[src/rtl/key_pkg.sv]
// ---------------------------------------------------------------------------
// key_pkg
// Shared constants and types for the key tracker.
//   - ASCII codes recognised by the byte decoder
//   - bit index of each key inside the held-key vector (W is the MSB)
//   - default hold time and timer width
//   - byte classification enum and decode result struct
//   - decode_byte(): maps one received byte to a key mask / ESC / unknown
// ---------------------------------------------------------------------------
package key_pkg;

    // Timer geometry and default hold time (50 ms at 100 MHz)
    localparam int TIMER_W             = 24;
    localparam int NUM_KEYS            = 8;
    localparam int HOLD_CYCLES_DEFAULT = 5_000_000;

    typedef logic [TIMER_W-1:0]  timer_t;
    typedef logic [NUM_KEYS-1:0] key_vec_t;

    // Bit positions in the held-key vector
    localparam int KEY_W     = 7;
    localparam int KEY_S     = 6;
    localparam int KEY_A     = 5;
    localparam int KEY_D     = 4;
    localparam int KEY_J     = 3;
    localparam int KEY_K     = 2;
    localparam int KEY_L     = 1;
    localparam int KEY_SPACE = 0;

    // ASCII codes
    localparam logic [7:0] ASCII_W_LO  = 8'h77;
    localparam logic [7:0] ASCII_W_UP  = 8'h57;
    localparam logic [7:0] ASCII_S_LO  = 8'h73;
    localparam logic [7:0] ASCII_S_UP  = 8'h53;
    localparam logic [7:0] ASCII_A_LO  = 8'h61;
    localparam logic [7:0] ASCII_A_UP  = 8'h41;
    localparam logic [7:0] ASCII_D_LO  = 8'h64;
    localparam logic [7:0] ASCII_D_UP  = 8'h44;
    localparam logic [7:0] ASCII_J_LO  = 8'h6A;
    localparam logic [7:0] ASCII_J_UP  = 8'h4A;
    localparam logic [7:0] ASCII_K_LO  = 8'h6B;
    localparam logic [7:0] ASCII_K_UP  = 8'h4B;
    localparam logic [7:0] ASCII_L_LO  = 8'h6C;
    localparam logic [7:0] ASCII_L_UP  = 8'h4C;
    localparam logic [7:0] ASCII_SPACE = 8'h20;
    localparam logic [7:0] ASCII_ESC   = 8'h1B;

    // What a received byte means to the tracker
    typedef enum logic [1:0] {
        BYTE_UNKNOWN = 2'd0,
        BYTE_KEY     = 2'd1,
        BYTE_ESC     = 2'd2
    } byte_kind_t;

    typedef struct packed {
        byte_kind_t kind;
        key_vec_t   mask;
    } decode_t;

    // Upper and lower case letters select the same key; the mask is
    // one-hot for BYTE_KEY and zero otherwise.
    function automatic decode_t decode_byte(input logic [7:0] b);
        decode_t d;
        d.kind = BYTE_UNKNOWN;
        d.mask = '0;
        case (b)
            ASCII_W_LO, ASCII_W_UP: begin d.kind = BYTE_KEY; d.mask[KEY_W]     = 1'b1; end
            ASCII_S_LO, ASCII_S_UP: begin d.kind = BYTE_KEY; d.mask[KEY_S]     = 1'b1; end
            ASCII_A_LO, ASCII_A_UP: begin d.kind = BYTE_KEY; d.mask[KEY_A]     = 1'b1; end
            ASCII_D_LO, ASCII_D_UP: begin d.kind = BYTE_KEY; d.mask[KEY_D]     = 1'b1; end
            ASCII_J_LO, ASCII_J_UP: begin d.kind = BYTE_KEY; d.mask[KEY_J]     = 1'b1; end
            ASCII_K_LO, ASCII_K_UP: begin d.kind = BYTE_KEY; d.mask[KEY_K]     = 1'b1; end
            ASCII_L_LO, ASCII_L_UP: begin d.kind = BYTE_KEY; d.mask[KEY_L]     = 1'b1; end
            ASCII_SPACE:            begin d.kind = BYTE_KEY; d.mask[KEY_SPACE] = 1'b1; end
            ASCII_ESC:              begin d.kind = BYTE_ESC; end
            default:                begin d.kind = BYTE_UNKNOWN; end
        endcase
        return d;
    endfunction

endpackage

[src/rtl/key_hold_timer.sv]
// ---------------------------------------------------------------------------
// key_hold_timer
// Hold timer for a single key. A load restarts the countdown at HOLD_CYCLES,
// otherwise the timer counts down to zero and stays there. The key bit is
// high whenever the post-update timer value is nonzero, so a load on edge N
// keeps the key high for exactly HOLD_CYCLES cycles.
//
// Ports
//   clk           : clock, rising edge
//   reset         : synchronous active-high reset, no pulses generated
//   load          : restart the hold time this edge
//   clear         : force the timer to zero this edge (ESC)
//   key           : registered held state
//   press         : one-cycle pulse on key 0->1
//   release_pulse : one-cycle pulse on key 1->0
//                   ("release" is a reserved word, hence the longer name)
// ---------------------------------------------------------------------------
module key_hold_timer
    import key_pkg::*;
#(
    parameter int HOLD_CYCLES = HOLD_CYCLES_DEFAULT
) (
    input  logic clk,
    input  logic reset,
    input  logic load,
    input  logic clear,
    output logic key,
    output logic press,
    output logic release_pulse
);

    localparam timer_t HOLD_LOAD = timer_t'(HOLD_CYCLES);

    timer_t timer;
    timer_t timer_next;
    logic   key_next;

    // Load has priority over the decrement, so a reload landing on the
    // expiry edge keeps the key up with no release pulse. Clear and load
    // never arrive together because only one byte is decoded per cycle.
    always_comb begin
        timer_next = timer;
        if (clear) begin
            timer_next = '0;
        end else if (load) begin
            timer_next = HOLD_LOAD;
        end else if (timer != '0) begin
            timer_next = timer - timer_t'(1);
        end
        key_next = (timer_next != '0);
    end

    // Edge pulses are derived from the old and new key state, so they line
    // up with the edge on which key itself changes.
    always_ff @(posedge clk) begin
        if (reset) begin
            timer         <= '0;
            key           <= 1'b0;
            press         <= 1'b0;
            release_pulse <= 1'b0;
        end else begin
            timer         <= timer_next;
            key           <= key_next;
            press         <= key_next & ~key;
            release_pulse <= ~key_next & key;
        end
    end

endmodule

[src/rtl/key_tracker.sv]
// ---------------------------------------------------------------------------
// key_tracker
// Turns a stream of ASCII bytes from a UART into a held-key vector. Each
// mapped byte (re)starts that key's hold timer; ESC drops every key at once;
// any other byte is flagged on the unknown output and otherwise ignored.
//
// Ports
//   clk           : clock, rising edge
//   reset         : synchronous active-high reset
//   rx_data[7:0]  : received byte
//   rx_valid      : one-cycle strobe qualifying rx_data
//   key[7:0]      : held keys {W,S,A,D,J,K,L,SPACE}
//   press[7:0]    : per-key pulse on 0->1
//   release_pulse[7:0] : per-key pulse on 1->0
//                   ("release" is a reserved word, hence the longer name)
//   unknown       : pulse when a valid byte maps to nothing
// ---------------------------------------------------------------------------
module key_tracker
    import key_pkg::*;
#(
    parameter int HOLD_CYCLES = HOLD_CYCLES_DEFAULT
) (
    input  logic       clk,
    input  logic       reset,
    input  logic [7:0] rx_data,
    input  logic       rx_valid,
    output logic [7:0] key,
    output logic [7:0] press,
    output logic [7:0] release_pulse,
    output logic       unknown
);

    decode_t  dec;
    key_vec_t load_mask;
    logic     esc_hit;
    logic     unknown_hit;

    // Decode is purely combinational so the timers act on the same edge
    // that samples the byte; everything is gated by rx_valid.
    always_comb begin
        dec         = decode_byte(rx_data);
        load_mask   = '0;
        esc_hit     = 1'b0;
        unknown_hit = 1'b0;
        if (rx_valid) begin
            case (dec.kind)
                BYTE_KEY:     load_mask   = dec.mask;
                BYTE_ESC:     esc_hit     = 1'b1;
                default:      unknown_hit = 1'b1;
            endcase
        end
    end

    // One independent hold timer per key bit; ESC clears them all.
    for (genvar k = 0; k < NUM_KEYS; k++) begin : g_timer
        key_hold_timer #(
            .HOLD_CYCLES (HOLD_CYCLES)
        ) u_timer (
            .clk           (clk),
            .reset         (reset),
            .load          (load_mask[k]),
            .clear         (esc_hit),
            .key           (key[k]),
            .press         (press[k]),
            .release_pulse (release_pulse[k])
        );
    end

    // Unknown flag is registered so it appears alongside the other outputs
    // for the same sampling edge.
    always_ff @(posedge clk) begin
        if (reset) begin
            unknown <= 1'b0;
        end else begin
            unknown <= unknown_hit;
        end
    end

endmodule
[config.mk]
export PLATFORM = sky130hd
export DESIGN_NAME = key_tracker
export DESIGN_NICKNAME = d
export VERILOG_FILES = /design/src/rtl/key_pkg.sv /design/src/rtl/key_hold_timer.sv /design/src/rtl/key_tracker.sv
export SDC_FILE = /design/constraint.sdc
export NUM_CORES = 1
export LEC_CHECK = 0
export ABC_AREA = 1
export CORE_ASPECT_RATIO = 0.6
export CORE_MARGIN = 2
export CORE_UTILIZATION = 65
export DETAILED_ROUTE_END_ITERATION = 7
export PLACE_DENSITY = 0.83
export SLEW_MARGIN = 20
export SYNTH_ARGS = -nofsm -noshare
export SYNTH_HDL_FRONTEND = slang
export SYNTH_SLANG_ARGS = --single-unit
[constraint.sdc]
create_clock -name clk -period 5.75 [get_ports clk]
set_input_delay 0.575 -clock clk [delete_from_list [all_inputs] [get_ports clk]]
set_output_delay 0.575 -clock clk [all_outputs]
set_load 0.005 [all_outputs]
==> results.cfg, run 1 <==
[floorplan]
start_util_pct = 66.6
row_count = 41
core_mm2 = 0.0211
die_x_um = 194
ios = 36
fp.dieH_um = 118
dieArea_mm2 = 0.0229

[sta]
drv_slew = 0
rsz0062_at_grt = false
slew_headroom_pct = 38.7
tightest_slew_ns = 0.920
hold_violations = 0
max_freq_mhz = 246
tns_ns = 0
period_share_pct = 70.8
clock-skew-final_ns = 0.0127
period_needed_ns = 4.07
setup_viol = 0

[final_layout]
layout.area.seq_mm2 = 0.00434
drive_above_1_share_pct = 4.50
antenna_cells = 0
area_growth_pct = 7.33
post-route-util_pct = 71.4
final_cell_area_mm2 = 0.0151
multi_input_area_mm2 = 0.00855
nNetsFinal = 2368
n_fill_cell = 1896

[worst_setup_path]
worstRegToRegCells = 14
r2r_end = g_timer[5].u_timer.key
required_ns = 6.17
r2r_start = g_timer[5].u_timer.timer[0]
worstPathMaxFanout = 42
r2r_slack_ns = 3.04
startpoint = rx_data[2]
crit_arrival_ns = 4.49
end_kind = register
crit_type = in -> reg
cp-start-kind = primary input

[clocking]
cts_sinks = 217
holdBufCountCts = 0
cts_made_buffers = 22
cts_tree = yes
insertion_delay_ns = 0.53
cts_buffer_depth = 3
cts-root-buf = clkbuf_16
cts_setup_buffers = 0
htreeDepth = 1
clkSlewWorstSetupHoldPaths_ns = 0.06
cts_resized = 0

[synthesis]
yosys-top-cells-count = 687 x nand2_1, 622 x nor2_1, 258 x nand3_1, 217 x dfxtp_1, 183 x inv_1
synth_cell_types = 37
synth_top_cell_area_share_pct = 30.9
syn-num-nets = 2379
yosys.area.top_type = dfxtp_1
yosysMostFrequentCell = nand2_1
synth_edf_count = 0
synth.avg_cell_area_um2 = 5.99
syn_area_mm2 = 0.0141
async_flop_share_pct = 0
yosysWarnings = 0
netlist_top_cells_area = dfxtp_1 31%, nand2_1 18%, nor2_1 17%, nand3_1 9.2%, inv_1 4.9%
ys_ff_latch = 217
synth.yosys.seq_area_share_pct = 30.9
synth_cells = 2350
synthFlopType = dfxtp_1

[global_route]
grt_max_degree = 119
antenna_found_initial = 0
grt_pass1_wl_um = 63000
grt_pass1_vias = 12400
grtUsageTotal_pct = 33.3
grt_overflow = 0

[hold_path]
holdPathStages = 1
hold_path.class = reg -> reg
holdPathEnd = g_timer[0].u_timer.press
min_from = g_timer[0].u_timer.key

[route]
drt_iter0_drc = 2002
drc_errors = 0
dr_total_vias = 14900
postRouteAntennaNets = 0
vias_per_cell = 5.65
drt-pass1-iter-count = 6
wl_per_cell_um = 14.8
wirelength_um = 38900

[placement]
hpwl_um = 29100
io_buffers = 35
gp_congestion = 0.996
place_area_mm2 = 0.0143

[status]
status = finished, final reports clean

[run]
drv_cap = 0
-- flip-flops by register name, summed over array words and instances (netlist names) --
| signal | flops |
|---|---|
| g_timer.u_timer.press | 8 |
| unknown | 1 |
| g_timer.u_timer.key | 8 |
| g_timer.u_timer.release_pulse | 8 |
| g_timer.u_timer.timer | 192 |
-- layout by cell type, fill, tap and decap left out, types with 2 or more instances in the layout --
| cell | n |
|---|---|
| nor2_8 | 3 |
| or2_2 | 4 |
| clkinvlp_4 | 2 |
| nand2_1 | 687 |
| xor2_1 | 33 |
| nor2_1 | 622 |
| nand3_2 | 15 |
| dfxtp_1 | 217 |
| nand3_1 | 258 |
| nor2_2 | 16 |
| nand4_1 | 50 |
| nor2_4 | 11 |
| clkbuf_1 | 5 |
| xnor2_1 | 32 |
| buf_4 | 2 |
| bufinv_16 | 3 |
| clkdlybuf4s50_1 | 34 |
| nand3_4 | 3 |
| o21ai_0 | 26 |
| inv_1 | 183 |
| ha_1 | 18 |
| nor4_1 | 3 |
| clkbuf_16 | 23 |
| inv_2 | 9 |
| clkinv_2 | 4 |
| clkbuf_8 | 2 |
| a21oi_1 | 30 |
| nand3b_1 | 38 |
| nor3_1 | 9 |
-- metrics by stage --
step / std cells / hold WS, ns / setup slack (ns)
global route: 2634 / 0.464 / 1.40
finish: 2634 / 0.434 / 1.68
floorplan: 2350 / 0.413 / 2.85
detailed placement: 2594 / 0.424 / 1.27
CTS: 2634 / 0.434 / 1.79
global placement: 2594 / 0.422 / 1.52
-- logic make-up (layout without fill, tap and decap cells) --
| family | Yosys count | after routing | share of synthesized area, % |
|---|---|---|---|
| AO/OA/AOI/OAI | 57 | 57 | 2.05 |
| XOR/XNOR | 65 | 65 | 4.05 |
| adder cells (fa/ha/maj) | 18 | 18 | 1.60 |
| buffers and inverters | 266 | 271 | 8.34 |
| flip-flops | 217 | 217 | 30.9 |
| AND/OR/NAND/NOR | 1727 | 1727 | 53.1 |
-- worst max-delay path: stages --
cell	delay (ns)
clkdlybuf4s50_1	0.67
inv_1	0.10
nand2_1	0.12
nor2_1	0.06
nand2_1	0.14
inv_1	0.09
nor4_1	0.43
ha_1	0.25
nand2_2	0.39
buf_4	0.48
nand2_1	0.15
inv_2	0.14
nand3_1	0.15
nand2_1	0.08
nor2_1	0.12
nand2_1	0.09
nor2_1	0.19
nand2_1	0.11
nand2_1	0.10
inv_1	0.06
-- layer usage --
layer  part of all wire (%)  global-route usage, %  vias to the layer above
li1                       -                      -                     7365
met1                     49                   54.6                     6596
met2                     36                   42.5                      865
met3                     14                   8.17                       52
met4                    1.5                   6.11                        0
met5                      0                      0                        -
-- area by class of cell --
type	count	area share [%]
timing repair buffer	37	2.43
clock buffer	30	4.12
sequential	217	28.8
clock inverter	10	0.887
inverter	194	4.86
tap	279	2.31
multi-input combinational	1867	56.6
-- worst max path at each step --
stage                                           to  slack (ns)
final                       g_timer[6].u_timer.key        1.68
after global routing      g_timer[6].u_timer.press        1.40
after CTS                   g_timer[6].u_timer.key        1.79
after detailed placement    g_timer[6].u_timer.key        1.27
after global placement      g_timer[6].u_timer.key        1.52
after floorplan           g_timer[3].u_timer.press        2.85
Power of run 1 is not shown: default switching activity piles up to over one toggle a cycle in this logic, so the estimate is an artifact.
==> inputs of run 2 (changes only) <==
Settings changed: CORE_UTILIZATION 65 to 57, PLACE_DENSITY 0.83 to 0.77.
Clock period 5.75 ns to 3.35 ns, I/O delays scaled along.
==> results.cfg, run 2 (synthesized netlist as in run 1, its figures left out) <==
[status]
status = finished, final reports clean

[sta]
period_needed_ns = 2.97
rsz0062_at_grt = false
setup_viol = 0
max_freq_mhz = 337
drv_slew = 0
hold_violations = 0
tightest_slew_ns = 0.873
clock-skew-final_ns = 0.0156
period_share_pct = 88.5
whs_ns = 0.389
slew_headroom_pct = 41.8

[clocking]
cts-root-buf = clkbuf_16
htreeDepth = 1
insertion_delay_ns = 0.53
clkSlewWorstSetupHoldPaths_ns = 0.07
holdBufCountCts = 0
cts_resized = 0
cts_sinks = 217
cts_buffer_depth = 3
cts_made_buffers = 22
cts_setup_buffers = 0
cts_tree = yes

[final_layout]
regMostFlops = g_timer.u_timer.timer
drive_above_1_share_pct = 5.91
final_common_cell = nand2_1
antenna_cells = 0
final_cell_mix = 687 x nand2_1, 622 x nor2_1, 258 x nand3_1
post-route-util_pct = 63.8
area_growth_pct = 9.79
largest_reg_flops = 192
n_fill_cell = 2363
final_cell_area_mm2 = 0.0154
nNetsFinal = 2401

[route]
vias_per_cell = 5.45
drc_errors = 0
wirelength_um = 39400
postRouteAntennaNets = 0
drt_iter0_drc = 1774
dr_total_vias = 14800
drt-pass1-iter-count = 7
wl_per_cell_um = 14.6

[placement]
hpwl_um = 29300
place_area_mm2 = 0.0147
gp_congestion = 1.00
io_buffers = 35

[worst_setup_path]
r2r_end = g_timer[5].u_timer.press
r2r_start = g_timer[5].u_timer.timer[0]
crit_type = in -> reg
r2r_slack_ns = 0.65
crit_arrival_ns = 3.39
required_ns = 3.78
worstPathMaxFanout = 57
cp-start-kind = primary input
end_kind = register
worstRegToRegCells = 14

[global_route]
grt_max_degree = 194
grt_pass1_wl_um = 65200
antenna_found_initial = 0
grt_pass1_vias = 13000
grtUsageTotal_pct = 30.6
grt_overflow = 0

[floorplan]
die_x_um = 207
start_util_pct = 58.1
fp.dieH_um = 126
dieArea_mm2 = 0.0260
ios = 36
row_count = 44
core_mm2 = 0.0242

[hold_path]
holdPathStages = 3
min_from = reset
hold_path.class = in -> reg
holdPathEnd = g_timer[6].u_timer.timer[2]

[run]
drv_cap = 0
-- run 2: cell types whose count changed in the layout (fill, tap and decap cells not counted), sizes merged --
cell / delta
buf: +33
clkbuf: -3
bufinv: -2
clkinv: +2
inv: +1
-- run 2: worst max-delay path: stages --
cell and delay, ns:
clkdlybuf4s50_1 0.56, nand2_1 0.13, nor3_2 0.22, inv_2 0.06, nor4_1 0.37, ha_1 0.25
nand2_2 0.10, buf_12 0.23, nand2_1 0.11, inv_2 0.13, nand3_1 0.14, nand2_1 0.06
nor2_1 0.21, nand2_1 0.08, nor2_1 0.09, nand2_1 0.13, nand2_1 0.12, inv_1 0.05
-- run 2: stage by stage --
stage          std cells  setup TNS, ns  worst slack [ns]
6_report            2708              0             0.384
4_1_cts             2708              0             0.433
2_1_floorplan       2350              0             0.686
3_5_place_dp        2670         -0.606            -0.117
5_1_grt             2708              0            0.0486
3_3_place_gp        2670              0           0.00868
-- run 2: routing by layer --
layer  global-route usage, %  vias up  part of all wire [%]  wire length [um]
li1                        -     7431                     -                 -
met2                    39.9      750                    36             14300
met1                    49.3     6518                    49             19400
met3                    8.23       51                    13              5100
met4                    5.59        0                   1.5               594
met5                       0        -                     0                 0
-- run 2: cell type report --
cell class,count,area (um^2),area share (%)
Sequential cell,217,4340,28.1
Tap cell,322,403,2.61
Multi-Input combinational cell,1867,8550,55.4
Inverter,194,733,4.75
Clock buffer,27,609,3.95
Timing Repair Buffer,70,702,4.54
Clock inverter,11,104,0.672
-- run 2: how the worst max path moves through the flow --
stage,startpoint,endpoint,slack (ns)
5_1_grt,rx_data[0],g_timer[1].u_timer.press,0.05
3_3_place_gp,rx_data[2],g_timer[1].u_timer.press,0.009
4_1_cts,rx_data[0],g_timer[1].u_timer.press,0.43
2_1_floorplan,rx_data[2],g_timer[3].u_timer.press,0.69
3_5_place_dp,rx_data[0],g_timer[1].u_timer.press,-0.12
6_report,rx_data[0],g_timer[1].u_timer.key,0.38
Power of run 2 is left out for the same reason.
